<file path="src/rtl/sifh_peak_finder_pkg.sv">
// Shared constants and state encoding for the SiFH histogram peak finder.
// Values match the ones the histogram FSM uses so both sides agree on widths.
package sifh_peak_finder_pkg;

    localparam int PIXEL_NUM_PER_RAM_DEF = 4;
    localparam int BIN_NUM_DEF           = 16;
    localparam int CNT_W_DEF             = 8;
    localparam int PIX_W_DEF             = $clog2(PIXEL_NUM_PER_RAM_DEF);
    localparam int BIN_W_DEF             = $clog2(BIN_NUM_DEF);
    localparam int RAM_ADDR              = PIX_W_DEF + BIN_W_DEF;
    localparam int peakMax               = CNT_W_DEF;

    typedef enum logic [2:0] {
        ST_IDLE  = 3'd0,
        ST_READ  = 3'd1,
        ST_DRAIN = 3'd2,
        ST_EMIT  = 3'd3,
        ST_DONE  = 3'd4
    } pfState_e;

endpackage

</file>
<file path="src/rtl/sifh_peak_finder_if.sv">
// Histogram RAM port plus peak-result handshake seen by the peak finder.
// master = peak finder side, slave = RAM / result consumer side.
interface sifh_peak_finder_if
    import sifh_peak_finder_pkg::*;
#(
    parameter int PIX_W = PIX_W_DEF,
    parameter int BIN_W = BIN_W_DEF,
    parameter int CNT_W = CNT_W_DEF
);

    logic                   ram_ren;
    logic [PIX_W+BIN_W-1:0] ram_raddr;
    logic [CNT_W-1:0]       ram_rdata;
    logic                   ram_wen;
    logic [PIX_W+BIN_W-1:0] ram_waddr;
    logic [CNT_W-1:0]       ram_wdata;
    logic                   peak_valid;
    logic                   peak_ready;
    logic [PIX_W-1:0]       peak_pixel;
    logic [BIN_W-1:0]       peak_bin;
    logic [CNT_W-1:0]       peak_count;

    modport master (
        output ram_ren, ram_raddr, ram_wen, ram_waddr, ram_wdata,
        output peak_valid, peak_pixel, peak_bin, peak_count,
        input  ram_rdata, peak_ready
    );

    modport slave (
        input  ram_ren, ram_raddr, ram_wen, ram_waddr, ram_wdata,
        input  peak_valid, peak_pixel, peak_bin, peak_count,
        output ram_rdata, peak_ready
    );

endinterface

</file>
<file path="src/rtl/sifh_max_tracker.sv">
// Running maximum / arg-max over one pixel's bin samples.
// Strict greater-than compare, so ties keep the lower (earlier) bin.
module sifh_max_tracker
    import sifh_peak_finder_pkg::*;
#(
    parameter int CNT_W = CNT_W_DEF,
    parameter int BIN_W = BIN_W_DEF
) (
    input  logic             clk,
    input  logic             res,
    input  logic             clear,
    input  logic             sample_valid,
    input  logic [CNT_W-1:0] sample,
    input  logic [BIN_W-1:0] bin,
    output logic [CNT_W-1:0] maxCount,
    output logic [BIN_W-1:0] maxBin
);

    logic [CNT_W-1:0] maxCountR;
    logic [BIN_W-1:0] maxBinR;

    // Running max register; clear has priority so each pixel starts from 0 / bin 0
    always_ff @(posedge clk) begin
        if (res) begin
            maxCountR <= {CNT_W{1'b0}};
            maxBinR   <= {BIN_W{1'b0}};
        end else if (clear) begin
            maxCountR <= {CNT_W{1'b0}};
            maxBinR   <= {BIN_W{1'b0}};
        end else if (sample_valid && (sample > maxCountR)) begin
            maxCountR <= sample;
            maxBinR   <= bin;
        end else begin
            maxCountR <= maxCountR;
            maxBinR   <= maxBinR;
        end
    end

    assign maxCount = maxCountR;
    assign maxBin   = maxBinR;

endmodule

</file>
<file path="src/rtl/sifh_peak_finder.sv">
// Scans every pixel's histogram bins, reports the peak bin per pixel over a
// valid/ready handshake and optionally zeroes each bin as it is read.
module sifh_peak_finder
    import sifh_peak_finder_pkg::*;
#(
    parameter int PIXEL_NUM_PER_RAM = PIXEL_NUM_PER_RAM_DEF,
    parameter int BIN_NUM           = BIN_NUM_DEF,
    parameter int CNT_W             = CNT_W_DEF,
    parameter int CLEAR_ON_READ     = 1
) (
    input  logic                clk,
    input  logic                res,
    input  logic                start,
    output logic                busy,
    output logic                done,
    sifh_peak_finder_if.master  bus
);

    localparam int PIX_W  = $clog2(PIXEL_NUM_PER_RAM);
    localparam int BIN_W  = $clog2(BIN_NUM);
    localparam int ADDR_W = PIX_W + BIN_W;

    localparam logic [PIX_W-1:0] LAST_PIX = PIX_W'(PIXEL_NUM_PER_RAM - 1);
    localparam logic [BIN_W-1:0] LAST_BIN = BIN_W'(BIN_NUM - 1);
    localparam logic [PIX_W-1:0] PIX_ONE  = PIX_W'(1'b1);
    localparam logic [BIN_W-1:0] BIN_ONE  = BIN_W'(1'b1);

    pfState_e          stateR;
    pfState_e          stateNextS;
    logic [PIX_W-1:0]  pixelR;
    logic [PIX_W-1:0]  pixelNextS;
    logic [BIN_W-1:0]  binR;
    logic [BIN_W-1:0]  binNextS;

    logic              ramRenR;
    logic [ADDR_W-1:0] ramRaddrR;
    logic              rdValidR;
    logic [ADDR_W-1:0] rdAddrR;
    logic              peakValidR;
    logic              busyR;
    logic              doneR;

    logic              trackClearS;
    logic [CNT_W-1:0]  maxCountS;
    logic [BIN_W-1:0]  maxBinS;

    // Next-state, pixel and bin counter logic
    always_comb begin
        stateNextS = stateR;
        pixelNextS = pixelR;
        binNextS   = binR;
        case (stateR)
            ST_IDLE: begin
                if (start) begin
                    stateNextS = ST_READ;
                    pixelNextS = {PIX_W{1'b0}};
                    binNextS   = {BIN_W{1'b0}};
                end else begin
                    stateNextS = ST_IDLE;
                end
            end
            ST_READ: begin
                binNextS = binR + BIN_ONE;
                if (binR == LAST_BIN) begin
                    stateNextS = ST_DRAIN;
                end else begin
                    stateNextS = ST_READ;
                end
            end
            ST_DRAIN: begin
                stateNextS = ST_EMIT;
            end
            ST_EMIT: begin
                if (bus.peak_ready) begin
                    if (pixelR == LAST_PIX) begin
                        stateNextS = ST_DONE;
                    end else begin
                        stateNextS = ST_READ;
                        pixelNextS = pixelR + PIX_ONE;
                        binNextS   = {BIN_W{1'b0}};
                    end
                end else begin
                    stateNextS = ST_EMIT;
                end
            end
            ST_DONE: begin
                stateNextS = ST_IDLE;
            end
            default: begin
                stateNextS = ST_IDLE;
            end
        endcase
    end

    // State and scan position registers
    always_ff @(posedge clk) begin
        if (res) begin
            stateR <= ST_IDLE;
            pixelR <= {PIX_W{1'b0}};
            binR   <= {BIN_W{1'b0}};
        end else begin
            stateR <= stateNextS;
            pixelR <= pixelNextS;
            binR   <= binNextS;
        end
    end

    // Strobes decoded from the next state so every output leaves a flop
    always_ff @(posedge clk) begin
        if (res) begin
            ramRenR    <= 1'b0;
            ramRaddrR  <= {ADDR_W{1'b0}};
            rdValidR   <= 1'b0;
            rdAddrR    <= {ADDR_W{1'b0}};
            peakValidR <= 1'b0;
            busyR      <= 1'b0;
            doneR      <= 1'b0;
        end else begin
            ramRenR    <= (stateNextS == ST_READ);
            ramRaddrR  <= {pixelNextS, binNextS};
            rdValidR   <= ramRenR;
            rdAddrR    <= ramRaddrR;
            peakValidR <= (stateNextS == ST_EMIT);
            busyR      <= (stateNextS != ST_IDLE);
            doneR      <= (stateNextS == ST_DONE);
        end
    end

    // The first read of a pixel never overlaps a returning sample, so clearing here is safe
    assign trackClearS = (stateR == ST_READ) && (binR == {BIN_W{1'b0}});

    sifh_max_tracker #(
        .CNT_W (CNT_W),
        .BIN_W (BIN_W)
    ) u_maxTracker (
        .clk          (clk),
        .res          (res),
        .clear        (trackClearS),
        .sample_valid (rdValidR),
        .sample       (bus.ram_rdata),
        .bin          (rdAddrR[BIN_W-1:0]),
        .maxCount     (maxCountS),
        .maxBin       (maxBinS)
    );

    // Clear write lands in the cycle the read data for that address returns
    assign bus.ram_ren    = ramRenR;
    assign bus.ram_raddr  = ramRaddrR;
    assign bus.ram_wen    = (CLEAR_ON_READ != 0) ? rdValidR : 1'b0;
    assign bus.ram_waddr  = rdAddrR;
    assign bus.ram_wdata  = {CNT_W{1'b0}};
    assign bus.peak_valid = peakValidR;
    assign bus.peak_pixel = pixelR;
    assign bus.peak_bin   = maxBinS;
    assign bus.peak_count = maxCountS;
    assign busy           = busyR;
    assign done           = doneR;

endmodule

</file>
<file path="src/flat_wrapper.sv">
// flat-port wrapper written by rule: the top's interface ports become plain ports
module sifh_peak_finder_flat import sifh_peak_finder_pkg::*;
#(
    parameter int PIXEL_NUM_PER_RAM = PIXEL_NUM_PER_RAM_DEF,
    parameter int BIN_NUM           = BIN_NUM_DEF,
    parameter int CNT_W             = CNT_W_DEF,
    parameter int CLEAR_ON_READ     = 1
)
  (clk, res, start, busy, done, bus_ram_ren, bus_ram_raddr, bus_ram_wen, bus_ram_waddr, bus_ram_wdata, bus_peak_valid, bus_peak_pixel, bus_peak_bin, bus_peak_count, bus_ram_rdata, bus_peak_ready);
  sifh_peak_finder_if #(.PIX_W((2)), .BIN_W((4)), .CNT_W(CNT_W)) bus_i ();
  input  logic clk;
  input  logic res;
  input  logic start;
  output logic busy;
  output logic done;
  output wire logic [$bits(bus_i.ram_ren)-1:0] bus_ram_ren;
  output wire logic [$bits(bus_i.ram_raddr)-1:0] bus_ram_raddr;
  output wire logic [$bits(bus_i.ram_wen)-1:0] bus_ram_wen;
  output wire logic [$bits(bus_i.ram_waddr)-1:0] bus_ram_waddr;
  output wire logic [$bits(bus_i.ram_wdata)-1:0] bus_ram_wdata;
  output wire logic [$bits(bus_i.peak_valid)-1:0] bus_peak_valid;
  output wire logic [$bits(bus_i.peak_pixel)-1:0] bus_peak_pixel;
  output wire logic [$bits(bus_i.peak_bin)-1:0] bus_peak_bin;
  output wire logic [$bits(bus_i.peak_count)-1:0] bus_peak_count;
  input wire logic [$bits(bus_i.ram_rdata)-1:0] bus_ram_rdata;
  input wire logic [$bits(bus_i.peak_ready)-1:0] bus_peak_ready;
  assign bus_ram_ren = bus_i.ram_ren;
  assign bus_ram_raddr = bus_i.ram_raddr;
  assign bus_ram_wen = bus_i.ram_wen;
  assign bus_ram_waddr = bus_i.ram_waddr;
  assign bus_ram_wdata = bus_i.ram_wdata;
  assign bus_peak_valid = bus_i.peak_valid;
  assign bus_peak_pixel = bus_i.peak_pixel;
  assign bus_peak_bin = bus_i.peak_bin;
  assign bus_peak_count = bus_i.peak_count;
  assign bus_i.ram_rdata = bus_ram_rdata;
  assign bus_i.peak_ready = bus_peak_ready;
  sifh_peak_finder #(.PIXEL_NUM_PER_RAM(PIXEL_NUM_PER_RAM), .BIN_NUM(BIN_NUM), .CNT_W(CNT_W), .CLEAR_ON_READ(CLEAR_ON_READ)) u_core (.clk(clk), .res(res), .start(start), .busy(busy), .done(done), .bus(bus_i));
endmodule
</file>
<file path="config.mk">
export PLATFORM = sky130hd
export DESIGN_NAME = sifh_peak_finder_flat
export DESIGN_NICKNAME = d
export VERILOG_FILES = /design/src/rtl/sifh_peak_finder_pkg.sv /design/src/rtl/sifh_peak_finder_if.sv /design/src/rtl/sifh_max_tracker.sv /design/src/rtl/sifh_peak_finder.sv /design/src/flat_wrapper.sv
export SDC_FILE = /design/constraint.sdc
export NUM_CORES = 1
export LEC_CHECK = 0
export CORE_MARGIN = 1
export CORE_UTILIZATION = 49
export CTS_CLUSTER_DIAMETER = 100
export DETAILED_ROUTE_END_ITERATION = 7
export PLACE_DENSITY = 0.94
export SETUP_SLACK_MARGIN = 0.5
export SYNTH_ARGS = -nofsm -noshare
export SYNTH_HDL_FRONTEND = slang
export SYNTH_HIERARCHICAL = 1
export SYNTH_SLANG_ARGS = --single-unit
</file>
<file path="constraint.sdc">
create_clock -name clk -period 3.7 [get_ports clk]
set_input_delay 0.74 -clock clk [delete_from_list [all_inputs] [get_ports clk]]
set_output_delay 0.74 -clock clk [all_outputs]
set_load 0.01 [all_outputs]
</file>
## Word-level counts from Yosys, hierarchy flattened

Cells that the tools add are included.

- Bits in registers: 38
- Bits in latches: 0
- Bits in writable memories: 0
- ROM bits: 0
- Input bits: 12
- Output and inout bits: 39
- Logic and storage cells: 42
- Memories kept: 0

- Add/sub/neg operators: 2
- Multipliers: 0
- Div/mod/pow operators: 0
- $lt $le $gt $ge: 1
- Eq/ne operators: 8
- Shift operators: 0
- Mux-type cells: 13
- Bitwise gates (word level): 0
- Reductions and logical operators: 6

Operator list:

| kind | number |
|---|---|
| $mux W4 | 3 |
| $pmux W3 S4 | 1 |
| $pmux W4 S3 | 1 |
| $eq A3 B2 Y1 const B | 3 |
| $gt A8 B8 Y1 | 1 |
| $mux W2 | 4 |
| $eq A3 B1 Y1 const B | 2 |
| $mux W3 | 2 |
| $add A4 B1 Y4 const B | 1 |
| $eq A4 B4 Y1 const B | 1 |
| $logic_not A4 Y1 | 1 |
| $pmux W2 S2 | 1 |
| $eq A3 B3 Y1 const B | 1 |
| $logic_not A3 Y1 | 1 |
| $reduce_bool A3 Y1 | 1 |
| $add A2 B1 Y2 const B | 1 |
| $eq A2 B2 Y1 const B | 1 |
| $logic_and A1 B1 Y1 | 2 |
| $reduce_or A2 Y1 | 1 |
| $mux W1 | 1 |

## Depth between registers and ports, before layout

Gate-level depths: netlist of run 1.

- Word-level depth: 5
- Mapped depth: 8

## By module

Netlist of run 1, hierarchy kept.

Modules (own cells, without submodules):

| module | times used | cells each | area an instance (um^2) |
|---|---|---|---|
| sifh_peak_finder | 1 | 91 | 849.6 |
| sifh_max_tracker | 1 | 86 | 769.5 |

## Least setup slack after synthesis of run 1

Ideal clock, no wire load.

- Path kind: in2reg
- Start: input port bus_ram_rdata[7]
- End: register u_core.u_maxTracker.maxBinR[0] (netlist: u_core/u_maxTracker/maxBin[0])
- Library setup time: 0.118 ns
- Data arrival time: 1.948 ns
- Data required time: 3.582 ns
- Setup slack: 1.634 ns
- Stages on the path: 7
- Path buffers: 1
- Cell sequence: ha_1 -> a21oi_1 -> o21ai_2 -> o31a_2 -> buf_6 -> nand3_1 -> a21boi_2

- Word-level cells in the longest chain between the ends: 2

Ends and longest elaborated chain:

| what | line | RTL |
|---|---|---|
| from (decl) | flat_wrapper.sv:25 | `input wire logic [$bits(bus_i.ram_rdata)-1:0] bus_ram_rdata;` |
| $gt A8 B8 Y1 | sifh_max_tracker.sv:30 | `end else if (sample_valid && (sample > maxCountR)) begin` |
| $logic_and A1 B1 Y1 | sifh_max_tracker.sv:30 |  |
| to (signal assigned) | sifh_max_tracker.sv:29 | `maxBinR <= {BIN_W{1'b0}};` |
| to (signal assigned) | sifh_max_tracker.sv:32 | `maxBinR <= bin;` |
| to (signal assigned) | sifh_max_tracker.sv:35 | `maxBinR <= maxBinR;` |
| to (decl) | sifh_max_tracker.sv:20 | `logic [BIN_W-1:0] maxBinR;` |

Every way passes these cells.
A chain may end at the register's enable or synchronous reset.

## Worst setup path after layout of run 1

- Start: input port bus_ram_rdata[7]
- End: register u_core.u_maxTracker.maxBinR[3] (netlist: u_core/u_maxTracker/maxBin[3])

The elaborated chain is that of the path after synthesis.

==> out/results.ini, run 1 <==
[die]
dieArea_mm2 = 0.00354
core_area_mm2 = 0.00310
rows = 20
die_w_um = 59.5
start_util = 0.522
die_h_um = 59.5
ios = 51

[synth]
synth_edf_count = 0
yosys-top-cells-area = dfxtp_1 (40%), ha_1 (7.7%), a21boi_2 (6.3%)
syn_area_mm2 = 0.00162
netlist_top_cells_count = dfxtp_1 (32), nand3_1 (14), inv_1 (13)
avgSynthCellArea_um2 = 9.15
syn_inst = 177
synth-main-ff-cell = dfxtp_1
ys_seq_area_frac = 0.396
yosysUniqueCellTypes = 42
synth.most_common_cell = dfxtp_1
yosys.area.top_type = dfxtp_1
ys_warn_count = 6
async_flop_share = 0
ys_ff_latch = 32
synth.top_cell.area_share = 0.396

[worst_setup_path]
r2r_start = u_core/u_maxTracker/maxCount[7]
critical_path_required_ps = 3960
endpoint_kind = flip-flop
startpoint_type = primary input
critPathSlowestCell = nor2b_1
crit_start = bus_ram_rdata[7]
max_stage_delay_ps = 650
crit_chain = clkdlybuf4s50_1 -> ha_1 -> a21oi_1 -> o21ai_2 -> nor2b_1 -> o21ai_0 -> a21boi_0
crit_fanout = 12
worstSetupPathType = primary input to flip-flop
worstPathArrival_ps = 2860

[power_and_ir_drop]
vdd_drop_max_mv = 0.221
p_total_mw = 0.764
p_leak_nw = 0.776
cellPowerDensity_mw_per_mm2 = 366

[timing]
slew_headroom = 0.459
setup_violations = 0
fin_crit_ps = 2610
max_freq_mhz = 384
finalHoldViolCount = 0
period_share = 0.704
fin_skew_ps = 10.5
drv_slew = 0
rsz0062_at_grt = no
tns_ps = 0
worst_pin_slew_ps = 809
hold_slack_ps = 484

[drt]
viasPerCell = 5.13
ant_nets = 0
wire_per_inst_um = 12.4
wl_um = 3230
dr_total_vias = 1339
drtPass1Iterations = 4
drtIter0Drc = 24
drc_errors = 0

[cells_and_area]
layout.nets = 238
fillers = 279
n_antenna_cell = 0
syn_to_final_growth_pct = 29.1
design_area_mm2 = 0.00209
drive_gt1_frac = 0.106
multi_input_area_um2 = 830
final-seq-area_um2 = 641

[placement]
placed_cell_area_mm2 = 0.00199
place_congestion = 0.846
place_hpwl_um = 2400
io_buffers = 42

[global_routing]
grt_pass1_wl_um = 5340
top_usage_layer = met2
grt_overflow = 0
antenna_found_initial = 0
grt_max_degree = 17
grt_use_total = 0.206
grt_use_met1 = 0.235
gr-usage-met3 = 0.0590
use_met2 = 0.361
grt_pass1_vias = 1264

[clock_network]
cts_hold_buf = 0
clk_pin_slew_worst_paths_ps = 100
cts.htree.levels = 2
insertion_delay_ps = 330
numCtsBuffers = 5
clockBufferDepth = 2
root_buffer = clkbuf_4
cts_tree = yes
cts_resized = 0
post_cts_buffers = 0
clkSinkCount = 32

[worst_hold_path]
worstHoldStart = u_core/bus.ram_ren
hold_class = flip-flop to flip-flop

[run]
drv_cap = 0

[outcome]
outcome = completed

worst max-delay path: cells and delay by family:
kind,cells,cell delay [ps]
AO/OA/AOI/OAI,4,690
AND/OR/NAND/NOR,1,650
buffers and inverters,1,440
adder cells (fa/ha/maj),1,350
routing by layer:
layer / part of all wire / up-vias / routed length (um)
met5: 0 / - / 0
met4: 0.014 / 0 / 45
met3: 0.050 / 5 / 163
met2: 0.48 / 41 / 1560
met1: 0.45 / 616 / 1470
li1: - / 677 / -
stage by stage:
step | utilization | instances | setup slack (ps)
after floorplan | - | 184 | 1630
after global placement | 0.643 | 253 | 880
after detailed placement | 0.643 | 253 | 787
after CTS | 0.673 | 261 | 1130
after global routing | 0.673 | 261 | 890
final | 0.673 | 261 | 1090
layout by cell type, fill, tap and decap left out, drive strengths merged, types with 2 or more instances in the layout:
master | netlist | layout
nand3 | 14 | 14
ha | 10 | 10
nor2b | 9 | 9
o31ai | 4 | 4
and2 | 3 | 3
nand2 | 6 | 6
and3 | 2 | 2
o21ai | 14 | 14
a21boi | 12 | 12
conb | 1 | 8
nor4b | 2 | 2
clkbuf | 3 | 7
nor2 | 8 | 8
dfxtp | 32 | 32
nand2b | 3 | 3
inv | 13 | 13
a21oi | 9 | 9
nor3 | 2 | 2
o31a | 3 | 3
clkdlybuf4s50 | 0 | 42
area by class of cell:
class | count | share of cell area
inverters | 13 | 0.0234
clock inverters | 1 | 0.0144
flip-flops and latches | 32 | 0.307
repair buffers | 42 | 0.201
multi-input cells | 122 | 0.397
clock buffers | 7 | 0.0311
well taps | 44 | 0.0263
kinds of logic (layout without fill, tap and decap cells):
kind of cell             after synthesis  in the layout  synth area share
buffers and inverters                 30             63             0.108
other                                  1              8           0.00232
AND/OR/NAND/NOR                       56             56             0.192
AO/OA/AOI/OAI                         48             48             0.224
flip-flops                            32             32             0.396
adder cells (fa/ha/maj)               10             10            0.0773
worst paths after layout:
path	endpoint	slack [ps]	cells after the start
max	u_core/u_maxTracker/maxBin[3]	1090	7
min	u_core/bus.ram_wen	480	1
max reg2reg	u_core/u_maxTracker/maxBin[3]	1570	7
min reg2reg	u_core/bus.ram_wen	480	1
power breakdown:
group / switching, mW / internal, mW / total [mW]
clock network: 0.117 / 0.179 / 0.296
logic: 0.0579 / 0.0503 / 0.108
registers: 0.00697 / 0.353 / 0.360
Power figures use the tool's default switching activity.
==> run 2, diff against run 1 <==
--- a/config.mk
+++ b/config.mk
@@ -6,10 +6,10 @@
 export NUM_CORES = 1
 export LEC_CHECK = 0
 export CORE_MARGIN = 1
-export CORE_UTILIZATION = 49
+export CORE_UTILIZATION = 41
 export CTS_CLUSTER_DIAMETER = 100
 export DETAILED_ROUTE_END_ITERATION = 7
-export PLACE_DENSITY = 0.94
+export PLACE_DENSITY = 0.85
 export SETUP_SLACK_MARGIN = 0.5
 export SYNTH_ARGS = -nofsm -noshare
 export SYNTH_HDL_FRONTEND = slang
==> constraint.sdc (replaced) <==
create_clock -name clk -period 2.1 [get_ports clk]
set_input_delay 0.42 -clock clk [delete_from_list [all_inputs] [get_ports clk]]
set_output_delay 0.42 -clock clk [all_outputs]
set_load 0.01 [all_outputs]
==> out/results.ini, run 2 (same netlist as run 1, synthesis figures left out) <==
[outcome]
outcome = completed

[clock_network]
numCtsBuffers = 5
insertion_delay_ps = 280
cts_hold_buf = 0
root_buffer = clkbuf_8
clkSinkCount = 32
clockBufferDepth = 2
cts.htree.levels = 2
clk_pin_slew_worst_paths_ps = 60
cts_tree = yes

[worst_setup_path]
critical_path_required_ps = 2320
crit_fanout = 6
worstPathArrival_ps = 1980
worstSetupPathType = primary input to flip-flop
endpoint_kind = flip-flop
startpoint_type = primary input

[placement]
place_congestion = 0.793
io_buffers = 42
place_hpwl_um = 2600
place_inst = 270
place_ws_ps = -459

[drt]
drtIter0Drc = 76
drc_errors = 0
viasPerCell = 5.09
wl_um = 4470
ant_nets = 0
dr_total_vias = 1508
drtPass1Iterations = 4
wire_per_inst_um = 15.1

[timing]
max_freq_mhz = 568
finalHoldViolCount = 0
fin_skew_ps = 4.18
period_share = 0.839
drv_slew = 0
setup_violations = 0
worst_slack_ps = 338
tns_ps = 0
rsz0062_at_grt = yes
fin_crit_ps = 1760
hold_slack_ps = 468

[power_and_ir_drop]
cellPowerDensity_mw_per_mm2 = 570
p_clk_frac = 0.373
vdd_drop_max_mv = 0.347
p_int_mw = 1.13
switching_share = 0.257
power_frac_comb = 0.210
p_sw_mw = 0.392
pwr-share-seq = 0.417
p_leak_nw = 1.29

[die]
die_w_um = 64.8
core_area_mm2 = 0.00372
rows = 22
dieArea_mm2 = 0.00420
ios = 51
die_h_um = 64.8
start_util = 0.436

[cells_and_area]
layout.nets = 269
drive_gt1_frac = 0.415
syn_to_final_growth_pct = 65.1
instances_no_fill = 296
final_common_cell = buf_4
n_antenna_cell = 0
final_cell_mix = buf_4 (25), dlygate4sd2_1 (20), dfxtp_1 (20)

[global_routing]
grt_pass1_vias = 1506
grt_pass1_wl_um = 6690
grt_overflow = 0
grt_max_degree = 13
grt_use_total = 0.210
antenna_found_initial = 0

[run]
drv_cap = 0

[worst_hold_path]
hold_class = flip-flop to flip-flop

## run 2: area by class of cell
class / count / area (um^2)
Clock inverter: 2 / 35.0
Timing Repair Buffer: 72 / 703
Multi-Input combinational cell: 123 / 1090
Sequential cell: 32 / 661
Fill cell: 280 / 1040
Inverter: 13 / 51.3
Clock buffer: 6 / 72.6
Tap cell: 48 / 60.1
## run 2: worst paths after layout
| check | slack [ps] | endpoint | cells past startpoint | startpoint |
|---|---|---|---|---|
| setup / recovery | 340 | u_core/u_maxTracker/maxBin[3] | 9 | bus_ram_rdata[3] |
| hold / removal | 470 | u_core/u_maxTracker/maxCount[1] | 2 | u_core/u_maxTracker/maxCount[1] |
| setup reg to reg | 340 | u_core/u_maxTracker/maxBin[3] | 9 | u_core/u_maxTracker/maxCount[7] |
| hold reg to reg | 470 | u_core/u_maxTracker/maxCount[1] | 2 | u_core/u_maxTracker/maxCount[1] |
## run 2: routing by layer
metal  part of all wire  GRT usage
met1               0.41      0.224
met2               0.53      0.384
met3              0.045     0.0546
met4              0.017     0.0889
met5                  0          0
## run 2: power by group through the flow
stage	clock (mW)	sequential, mW	combinational [mW]
finish	0.569	0.635	0.320
global route	0.613	0.636	0.342
CTS	0.577	0.637	0.272
detailed placement	0	0.649	0.233
global placement	0	0.649	0.229
floorplan	0	0.653	0.146
## run 2: repair_timing
action                                  4_1_cts  5_1_grt
gates resized for setup                      57       26
endpoints found under the hold margin         0        0
gates cloned                                  2        0
endpoints found under the setup margin       27       24
setup buffers                                 7        9
pin swaps                                    19        4
## run 2: stage by stage
step                 util  cell area [um^2]  total power, mW
floorplan               -              1770            0.799
global placement    0.596              2210            0.878
CTS                 0.672              2500             1.49
finish              0.720              2670             1.52
global route        0.720              2670             1.59
detailed placement  0.596              2210            0.882
## run 2: worst max-delay path, stage by stage
cell and delay (ps):
dlygate4sd2_1 280, ha_4 290, nand2_2 70, o31a_1 360, o31ai_4 100, buf_6 150
buf_12 130, o21ai_2 50, a21boi_1 130
